File: src/rtl/ex_stage_pkg.sv
// Shared widths, bus layouts and bit indices for the MIPS execute stage.
package ex_stage_pkg;

  localparam int ID_TO_EX_WD  = 159;
  localparam int EX_TO_MEM_WD = 76;
  localparam int EX_TO_RF_WD  = 38;
  localparam int STALL_WD     = 6;
  localparam int LOAD_WD      = 5;
  localparam int SAVE_WD      = 3;

  localparam int STALL_EX  = 2;
  localparam int STALL_MEM = 3;

  localparam int OP_ADD  = 0;
  localparam int OP_SUB  = 1;
  localparam int OP_SLT  = 2;
  localparam int OP_SLTU = 3;
  localparam int OP_AND  = 4;
  localparam int OP_NOR  = 5;
  localparam int OP_OR   = 6;
  localparam int OP_XOR  = 7;
  localparam int OP_SLL  = 8;
  localparam int OP_SRL  = 9;
  localparam int OP_SRA  = 10;
  localparam int OP_LUI  = 11;

  localparam int SRC1_DATA1 = 0;
  localparam int SRC1_PC    = 1;
  localparam int SRC1_SA    = 2;
  localparam int SRC2_DATA2 = 0;
  localparam int SRC2_SIMM  = 1;
  localparam int SRC2_EIGHT = 2;
  localparam int SRC2_ZIMM  = 3;

  localparam int SAVE_SW = 0;
  localparam int SAVE_SH = 1;
  localparam int SAVE_SB = 2;

  typedef struct packed {
    logic [31:0] pc;
    logic [31:0] inst;
    logic [11:0] alu_op;
    logic [2:0]  sel_src1;
    logic [3:0]  sel_src2;
    logic        ram_en;
    logic [3:0]  ram_wen;
    logic        rf_we;
    logic [4:0]  rf_waddr;
    logic        sel_rf_res;
    logic [31:0] data1;
    logic [31:0] data2;
  } id_to_ex_t;

endpackage

File: src/rtl/ex_stage_alu.sv
// Purely combinational ALU; one-hot alu_op, an all-zero op yields zero.
module alu
  import ex_stage_pkg::*;
(
  input  logic [11:0] alu_op,
  input  logic [31:0] src1,
  input  logic [31:0] src2,
  output logic [31:0] result
);

  logic [4:0] sa;
  assign sa = src1[4:0];

  always_comb begin
    result = '0;
    if (alu_op[OP_ADD])  result = result | (src1 + src2);
    if (alu_op[OP_SUB])  result = result | (src1 - src2);
    if (alu_op[OP_SLT])  result = result | {31'b0, $signed(src1) < $signed(src2)};
    if (alu_op[OP_SLTU]) result = result | {31'b0, src1 < src2};
    if (alu_op[OP_AND])  result = result | (src1 & src2);
    if (alu_op[OP_NOR])  result = result | ~(src1 | src2);
    if (alu_op[OP_OR])   result = result | (src1 | src2);
    if (alu_op[OP_XOR])  result = result | (src1 ^ src2);
    if (alu_op[OP_SLL])  result = result | (src2 << sa);
    if (alu_op[OP_SRL])  result = result | (src2 >> sa);
    if (alu_op[OP_SRA])  result = result | 32'($signed(src2) >>> sa);
    if (alu_op[OP_LUI])  result = result | {src2[15:0], 16'b0};
  end

endmodule

File: src/rtl/ex_stage.sv
// MIPS execute stage: ID->EX input register, ALU, and data SRAM request generation.
module ex_stage
  import ex_stage_pkg::*;
(
  input  logic         clk,
  input  logic         rst,
  input  logic [5:0]   stall,
  input  logic [158:0] id_to_ex_bus,
  input  logic [4:0]   id_load_bus,
  input  logic [2:0]   id_save_bus,
  output logic [75:0]  ex_to_mem_bus,
  output logic [4:0]   ex_load_bus,
  output logic [37:0]  ex_to_rf_bus,
  output logic         pre_inst_is_load,
  output logic         data_sram_en,
  output logic [3:0]   data_sram_wen,
  output logic [31:0]  data_sram_addr,
  output logic [31:0]  data_sram_wdata
);

  id_to_ex_t   ex_q, ex_d;
  logic [4:0]  load_q, load_d;
  logic [2:0]  save_q, save_d;

  // A stalled EX with a moving MEM must emit a bubble, not a duplicate.
  always_comb begin
    ex_d   = ex_q;
    load_d = load_q;
    save_d = save_q;
    if (stall[STALL_EX] && !stall[STALL_MEM]) begin
      ex_d   = '0;
      load_d = '0;
      save_d = '0;
    end else if (!stall[STALL_EX]) begin
      ex_d   = id_to_ex_t'(id_to_ex_bus);
      load_d = id_load_bus;
      save_d = id_save_bus;
    end
  end

  always_ff @(posedge clk) begin
    if (rst) begin
      ex_q   <= '0;
      load_q <= '0;
      save_q <= '0;
    end else begin
      ex_q   <= ex_d;
      load_q <= load_d;
      save_q <= save_d;
    end
  end

  logic [31:0] src1, src2, ex_result;

  always_comb begin
    src1 = '0;
    if (ex_q.sel_src1[SRC1_DATA1]) src1 = src1 | ex_q.data1;
    if (ex_q.sel_src1[SRC1_PC])    src1 = src1 | ex_q.pc;
    if (ex_q.sel_src1[SRC1_SA])    src1 = src1 | {27'b0, ex_q.inst[10:6]};
    src2 = '0;
    if (ex_q.sel_src2[SRC2_DATA2]) src2 = src2 | ex_q.data2;
    if (ex_q.sel_src2[SRC2_SIMM])  src2 = src2 | {{16{ex_q.inst[15]}}, ex_q.inst[15:0]};
    if (ex_q.sel_src2[SRC2_EIGHT]) src2 = src2 | 32'd8;
    if (ex_q.sel_src2[SRC2_ZIMM])  src2 = src2 | {16'b0, ex_q.inst[15:0]};
  end

  alu u_alu (
    .alu_op (ex_q.alu_op),
    .src1   (src1),
    .src2   (src2),
    .result (ex_result)
  );

  logic [1:0]  lane;
  logic [3:0]  lane_wen;
  logic [31:0] lane_wdata;

  // Stores replicate data across lanes; misaligned sw is deliberately not trapped.
  always_comb begin
    lane       = ex_result[1:0];
    lane_wen   = 4'b0000;
    lane_wdata = ex_q.data2;
    if (save_q[SAVE_SB]) begin
      lane_wen   = 4'b0001 << lane;
      lane_wdata = {4{ex_q.data2[7:0]}};
    end else if (save_q[SAVE_SH]) begin
      lane_wen   = lane[1] ? 4'b1100 : 4'b0011;
      lane_wdata = {2{ex_q.data2[15:0]}};
    end else if (save_q[SAVE_SW]) begin
      lane_wen   = 4'b1111;
      lane_wdata = ex_q.data2;
    end
  end

  assign data_sram_en     = ex_q.ram_en;
  assign data_sram_wen    = lane_wen;
  assign data_sram_addr   = ex_result;
  assign data_sram_wdata  = lane_wdata;
  assign ex_load_bus      = load_q;
  assign pre_inst_is_load = |load_q;
  assign ex_to_rf_bus     = {ex_q.rf_we, ex_q.rf_waddr, ex_result};
  assign ex_to_mem_bus    = {ex_q.pc, ex_q.ram_en, lane_wen, ex_q.sel_rf_res,
                             ex_q.rf_we, ex_q.rf_waddr, ex_result};

  logic unused_bits;
  assign unused_bits = ^{stall[5:4], stall[1:0], ex_q.inst[31:16], ex_q.ram_wen};

endmodule

File: config.mk
export PLATFORM = sky130hd
export DESIGN_NAME = ex_stage
export DESIGN_NICKNAME = d
export VERILOG_FILES = /design/src/rtl/ex_stage_pkg.sv /design/src/rtl/ex_stage_alu.sv /design/src/rtl/ex_stage.sv
export SDC_FILE = /design/constraint.sdc
export NUM_CORES = 1
export LEC_CHECK = 0
export BUFFER_PORTS_ARGS = -buffer_cell sky130_fd_sc_hd__buf_2
export CORE_UTILIZATION = 57
export DETAILED_ROUTE_END_ITERATION = 12
export PLACE_DENSITY_LB_ADDON = 0.08
export SYNTH_ARGS = -nofsm -noshare
export SYNTH_HDL_FRONTEND = slang
export SYNTH_SLANG_ARGS = --single-unit
File: constraint.sdc
create_clock -name clk -period 5.65 [get_ports clk]
set_input_delay 0.565 -clock clk [delete_from_list [all_inputs] [get_ports clk]]
set_output_delay 0.565 -clock clk [all_outputs]
set_load 0.01 [all_outputs]
; Word level (Yosys, flattened, before mapping)
; Index checks and enable logic that the tools add are counted.
[totals]
regBits = 147
out_inout_bits = 189
inputBits = 175
wordCells = 69
[classes]
n_bitwise = 19
shift = 4
n_addsub = 2
magnitude_cmp = 2
muxes = 25
n_reduce_logical = 4
[op_table]
columns = operator, count
row1 = $mux 32, 20
row2 = $or 32x32->32, 12
row3 = $lt 32x32->1, 2
row4 = $or 32x1->32, 2
row5 = $add 32x32->32, 1
row6 = $and 32x32->32, 1
row7 = $not 32->32, 1
row8 = $or 32x16->32, 1
row9 = $or 32x5->32, 1
row10 = $shl 32x5->32, 1
row11 = $shr 32x5->32, 1
row12 = $sshr 32x5->32, 1
row13 = $sub 32x32->32, 1
row14 = $xor 32x32->32, 1
row15 = $mux 4, 5
row16 = $reduce_or 5->1, 1
row17 = $shl 1x2->4 const A, 1
row18 = $reduce_or 2->1, 1
row19 = $logic_and 1x1->1, 1
row20 = $logic_not 1->1, 1

; Longest topological paths before layout
[logic_depth]
word_depth = 33
depth_mapped = 19
ltp_nobuf = 14

; By module
; From an unflattened synthesis, not the netlist that was laid out.
[unflattened]
hier_cells = 2261
area_unflattened_um2 = 16673.5
[by_module_without_submodules]
columns = module, cells_per_inst, instances, seq_area_each_um2, area_each_um2
row1 = alu, 1316, 1, 0.0, 8911.0
row2 = ex_stage, 945, 1, 2942.8, 7762.4

; Least setup slack after synthesis
; OpenSTA, ideal clock, no wires.
[synth_path]
kind = reg-to-output
start = reg ex_q[80] (netlist name)
end = out ex_to_mem_bus[39]
path_buffers = 6
required_ns = 5.085
path_stages_with_launch = 19
arrival_time_ns = 4.691
path_slack_ns = 0.394
cell_sequence = dfxtp_1 -> a222oi_1 -> buf_4 -> buf_4 -> buf_4 -> clkbuf_1 -> ha_1 -> buf_2 -> nor2_1 -> o221ai_1 -> a2111oi_2 -> o2111ai_1 -> a31o_2 -> o21a_1 -> o32ai_1 -> and3_1 -> inv_1 -> o31ai_1 -> buf_4
[synth_between]
elab_cells_between_ends = 43
classes_between = 2 x add/sub / 2 x order compare / 4 x shift / 18 x mux / 17 x bitwise
[synth_rtl]
columns = item, line_no
row1 = from (decl), ex_stage.sv:21  ; id_to_ex_t ex_q, ex_d;
row2 = from (signal assigned), ex_stage.sv:43  ; ex_q <= '0;
row3 = from (signal assigned), ex_stage.sv:47  ; ex_q <= ex_d;
row4 = $mux 32 *, ex_stage.sv:57  ; if (ex_q.sel_src1[SRC1_DATA1]) src1 = src1 | ex_q.data1;
row5 = $or 32x32->32, ex_stage.sv:58  ; if (ex_q.sel_src1[SRC1_PC]) src1 = src1 | ex_q.pc;
row6 = $mux 32 *, ex_stage.sv:58
row7 = $or 32x5->32, ex_stage.sv:59  ; if (ex_q.sel_src1[SRC1_SA]) src1 = src1 | {27'b0, ex_q.inst[10:6]};
row8 = $mux 32 *, ex_stage.sv:59
row9 = $add 32x32->32, ex_stage_alu.sv:16  ; if (alu_op[OP_ADD]) result = result | (src1 + src2);
row10 = $mux 32, ex_stage_alu.sv:16
row11 = $or 32x32->32, ex_stage_alu.sv:17  ; if (alu_op[OP_SUB]) result = result | (src1 - src2);
row12 = [16 not listed], -
row13 = $mux 32, ex_stage_alu.sv:25  ; if (alu_op[OP_SRL]) result = result | (src2 >> sa);
row14 = $or 32x32->32, ex_stage_alu.sv:26  ; if (alu_op[OP_SRA]) result = result | 32'($signed(src2) >>> sa);
row15 = $mux 32 *, ex_stage_alu.sv:26
row16 = $or 32x32->32, ex_stage_alu.sv:27  ; if (alu_op[OP_LUI]) result = result | {src2[15:0], 16'b0};
row17 = $mux 32 *, ex_stage_alu.sv:27
row18 = net data_sram_addr[0], ex_stage.sv:17  ; output logic [31:0] data_sram_addr,
row19 = $shl 1x2->4 *, ex_stage.sv:84  ; lane_wen = 4'b0001 << lane;
row20 = $mux 4 *, ex_stage.sv:83  ; if (save_q[SAVE_SB]) begin
row21 = to (decl), ex_stage.sv:11  ; output logic [75:0] ex_to_mem_bus,
; Mark *: on every way through the listed nets, which the timed path passes. The rest lies on a longest branch.

; Worst setup path after layout
[layout_path]
start = reg ex_q[80] (netlist name)
end = out ex_to_mem_bus[4]
[layout_between]
elab_chain_cells = 29
elab_cells_between_ends = 37
classes_between = 2 x add/sub / 3 x shift / 15 x mux / 17 x bitwise
[layout_lines]
columns = item, line_no
row1 = $mux 32 *, ex_stage.sv:57
row2 = $or 32x32->32, ex_stage.sv:58
row3 = $mux 32 *, ex_stage.sv:58
row4 = $or 32x5->32, ex_stage.sv:59
row5 = $mux 32 *, ex_stage.sv:59
row6 = $add 32x32->32, ex_stage_alu.sv:16
row7 = $mux 32, ex_stage_alu.sv:16
row8 = $or 32x32->32, ex_stage_alu.sv:17
row9 = [13 not listed], -
row10 = $or 32x32->32, ex_stage_alu.sv:24  ; if (alu_op[OP_SLL]) result = result | (src2 << sa);
row11 = $mux 32, ex_stage_alu.sv:24
row12 = $or 32x32->32, ex_stage_alu.sv:25
row13 = $mux 32, ex_stage_alu.sv:25
row14 = $or 32x32->32, ex_stage_alu.sv:26
row15 = $mux 32 *, ex_stage_alu.sv:26
row16 = $or 32x32->32, ex_stage_alu.sv:27
row17 = $mux 32 *, ex_stage_alu.sv:27
; Mark *: on every way between the ends. The rest lies on a longest branch, timed or not.

==> run summary <==
The run gives 4 as the H-tree level count. Between clock sinks in the finished design, the worst skew comes to 0 ns. The tools report the max capacitance violation total as 0. TritonCTS created 17 clock buffers. After synthesis, the netlist uses 79 different library cells. The via count of the routed design came out at 18.2k. The tools report the worst setup margin as -0.0217 ns. TritonCTS built the clock tree. The congestion estimate from routability-driven global placement came to 1.09. The die footprint was 0.0294 sq mm. The power density over cell area is 198 mW/mm^2.

After synthesis the cells add up to 0.0164 sq mm. The most common library cell in the layout ignoring fill and taps is buf_2. The final count of pins violating max slew came out at 0. After synthesis, the share of flip-flops with an asynchronous set or reset is 0%. The initial antenna violation count came out at 0. The final critical path takes up 100% of the cycle.

The ratio of routed vias to standard cells was 6.69. The net count after synthesis was 2437. The final reports fail on negative setup slack.

Clock-pin slew was measured on the worst setup and hold paths at 0.07 ns. Summing all multi-input logic gate instances after layout gives 0.0114 sq mm. The hold-critical path depth is 3, and the count of yosys warnings during synthesis is 0. For this run, the share of the core covered by cells in the final layout is 65.1%. Registers take 0.00294 sq mm. The x dimension of the die came out at 171 um. After detailed routing, the total wire length is 69800 um. STA puts the critical path data required time at 5.09 ns. The floorplan step defined a core boundary enclosing 0.0280 sq mm.

The cell count after synthesis came out at 2164. Clock latency on the worst-skew pair, taken at its later pin, is 0.45 ns. The initial cell density of the core was 58.4%; the path depth of the worst reg2reg path was 3. The run finished, with violations left. Each instance of the synthesized netlist takes up on average 7.56 sq um. Proportion of layout cells with a drive suffix above 1: 23.4%. The transition time at the pin with the least slew margin came out at 1.07 ns.

The final non-filler cell total was 2717. The path type of the worst min-delay path is input port to flip-flop. The worst setup path is captured at an output port. Global routing consumed, over all layers together, 46.3% of the routing resources. The top cell types in the final layout, fill and taps aside, are buf_2, mux2i_1, nor2_1. The count of buffers added on input and output ports is 339.

The maximum number of pins on one net before global-route repair was 106; the net total in the final layout was 2598. After filler insertion, the fill cell instance count of the layout stands at 2395. The most instantiated flip-flop cell in the synthesis netlist was dfxtp_1. Remaining antenna violation count: 0. Start-to-end type of the worst setup path: flip-flop to output port. After detailed routing, the average wire length per cell comes to 25.7 um. Counting flops and latches in the post-synthesis netlist gives 147.

The number of global-route vias before repair was 16.2k. Setup violations remaining at the end of the flow were counted as 3. Along the worst path, the maximum fanout reaches 56. The analysis attributes to cell leakage a power of 9.07 nW. For the number of DRC violations after detailed routing, the log shows 0. The post-synthesis to final-layout area growth is 11.4%. Counting every sink on the clock net gives 147.

The first global-routing pass estimated 101000 um of wire. The clock tree root driver cell was clkbuf_16. For this run, the detailed router's first-pass iteration total came to 7. The longest clock path from root to sink contains 2 buffers. Startpoint class of the critical path: a flip-flop. The peak ir drop on the vdd network was 245 uV.

The number of placement rows came out at 61. Subtracting the final worst setup slack from the clock period gives 5.67 ns. At the worst endpoint, the arrival time is 5.11 ns. Once placement completed, the tool counted placed cells totaling 2676.

The headroom to the max-slew limit is 28.9%. The initial DRC count is 3017. After synthesis, flip-flops and latches occupy 18.0% of the total area. The worst hold margin was 0.336 ns. Number of top-level pins: 364.

For this run, the top clock speed supported by timing is 176 MHz. Counting flops with a built-in enable in the synthesized netlist gives 0. From bottom edge to top edge, the die measures 171 um.

Detailed placement finished with a half-perimeter wire length of 52000 um. Global routing finished with a remaining overflow of 0. The hold violation count in the final report was 0.
==> repair_timing <==
action | CTS | global route
buffers inserted | 1 | 7
endpoints found under the setup margin | 13 | 35
pin swaps | 1 | 1
gates resized for setup | 3 | 16
cloned | 0 | 0
hold buffers | 0 | 0
==> cell type report <==
type | instances | share of cell area [%]
Multi-Input combinational cell | 1618 | 62.6
Timing Repair Buffer | 430 | 13.1
Clock inverter | 15 | 0.892
Clock buffer | 17 | 2.33
Antenna cell | 1 | 0.0137
Sequential cell | 147 | 16.1
Inverter | 111 | 2.28
Tap cell | 378 | 2.59
==> layer usage <==
layer	part of all wire (%)	track usage, %	wire length (um)
met3	12	12.7	8650
met2	43	70.2	29900
met4	7.0	29.7	4910
met5	0	0	0
met1	38	57.7	26300
==> final timing paths <==
kind | to | slack [ns] | from
worst max-delay path | ex_to_mem_bus[4] | -0.02 | ex_q[80]
worst min-delay path | ex_to_mem_bus[47] | 0.34 | id_to_ex_bus[130]
worst max register to register | ex_q[81] | 4.37 | ex_q[81]
worst min register to register | ex_q[44] | 0.50 | ex_q[44]
==> flip-flops by register name, summed over array words and instances (netlist names) <==
signal	count
ex_to_mem_bus	39
ex_load_bus	5
data_sram_en	1
save_q	3
ex_q	99
==> stage by stage <==
stage	setup WS [ns]	power [W]	area [sq um]	TNS [ns]
after floorplan	0.394	0.00207	16400	0
after global placement	0.421	0.00241	17500	0
after detailed placement	0.444	0.00243	17500	0
after CTS	0.00579	0.00355	18100	0
after global routing	-0.00453	0.00373	18200	-0.0159
final	-0.0217	0.00361	18200	-0.0630
==> synthesized netlist by cell type (30+ instances only) <==
cell type	count	share of area [%]
a21oi_1	133	4.1
mux2i_1	269	16
a22oi_1	50	2.3
nand3_1	39	1.2
dfxtp_1	147	18
o211ai_1	30	1.4
o21ai_0	127	3.9
inv_1	103	2.4
clkbuf_1	104	2.4
nor3_1	32	0.98
nand2_1	146	3.3
ha_1	96	7.3
xnor2_1	39	2.1
nor2_1	254	5.8
buf_4	128	5.9
mux2_2	46	3.2
==> power by group <==
part	leakage (nW)	internal (W)	switching, W	total [W]
combinational	7.58	0.000517	0.000806	0.00132
sequential	1.21	0.00109	0.0000617	0.00115
clock	0.284	0.000592	0.000541	0.00113
==> worst max-delay path, cell delays in order (launching register included) <==
cell and delay (ns):
dfxtp_1 0.35, a222oi_1 0.47, buf_4 0.29, buf_4 0.15
buf_6 0.43, mux2i_1 0.14, o21ai_0 0.46, o21ai_0 0.21
nand2_1 0.11, o21ai_0 0.22, o21ai_0 0.67, a221oi_1 0.31
o221ai_1 0.55, buf_2 0.24
==> cell families (layout without fill, tap and decap cells) <==
group | Yosys count | count (layout) | synth area share [%]
adders and majority gates | 98 | 98 | 7.58
xor gates and xnor gates | 45 | 45 | 2.41
DFF | 147 | 147 | 18.0
other | 0 | 1 | 0
AOI/OAI and AO/OA | 597 | 597 | 24.6
and+or+nand+nor | 562 | 562 | 15.0
buffers and inverters | 399 | 573 | 12.7
muxes | 316 | 316 | 19.7
Power figures use the tool's default switching activity.
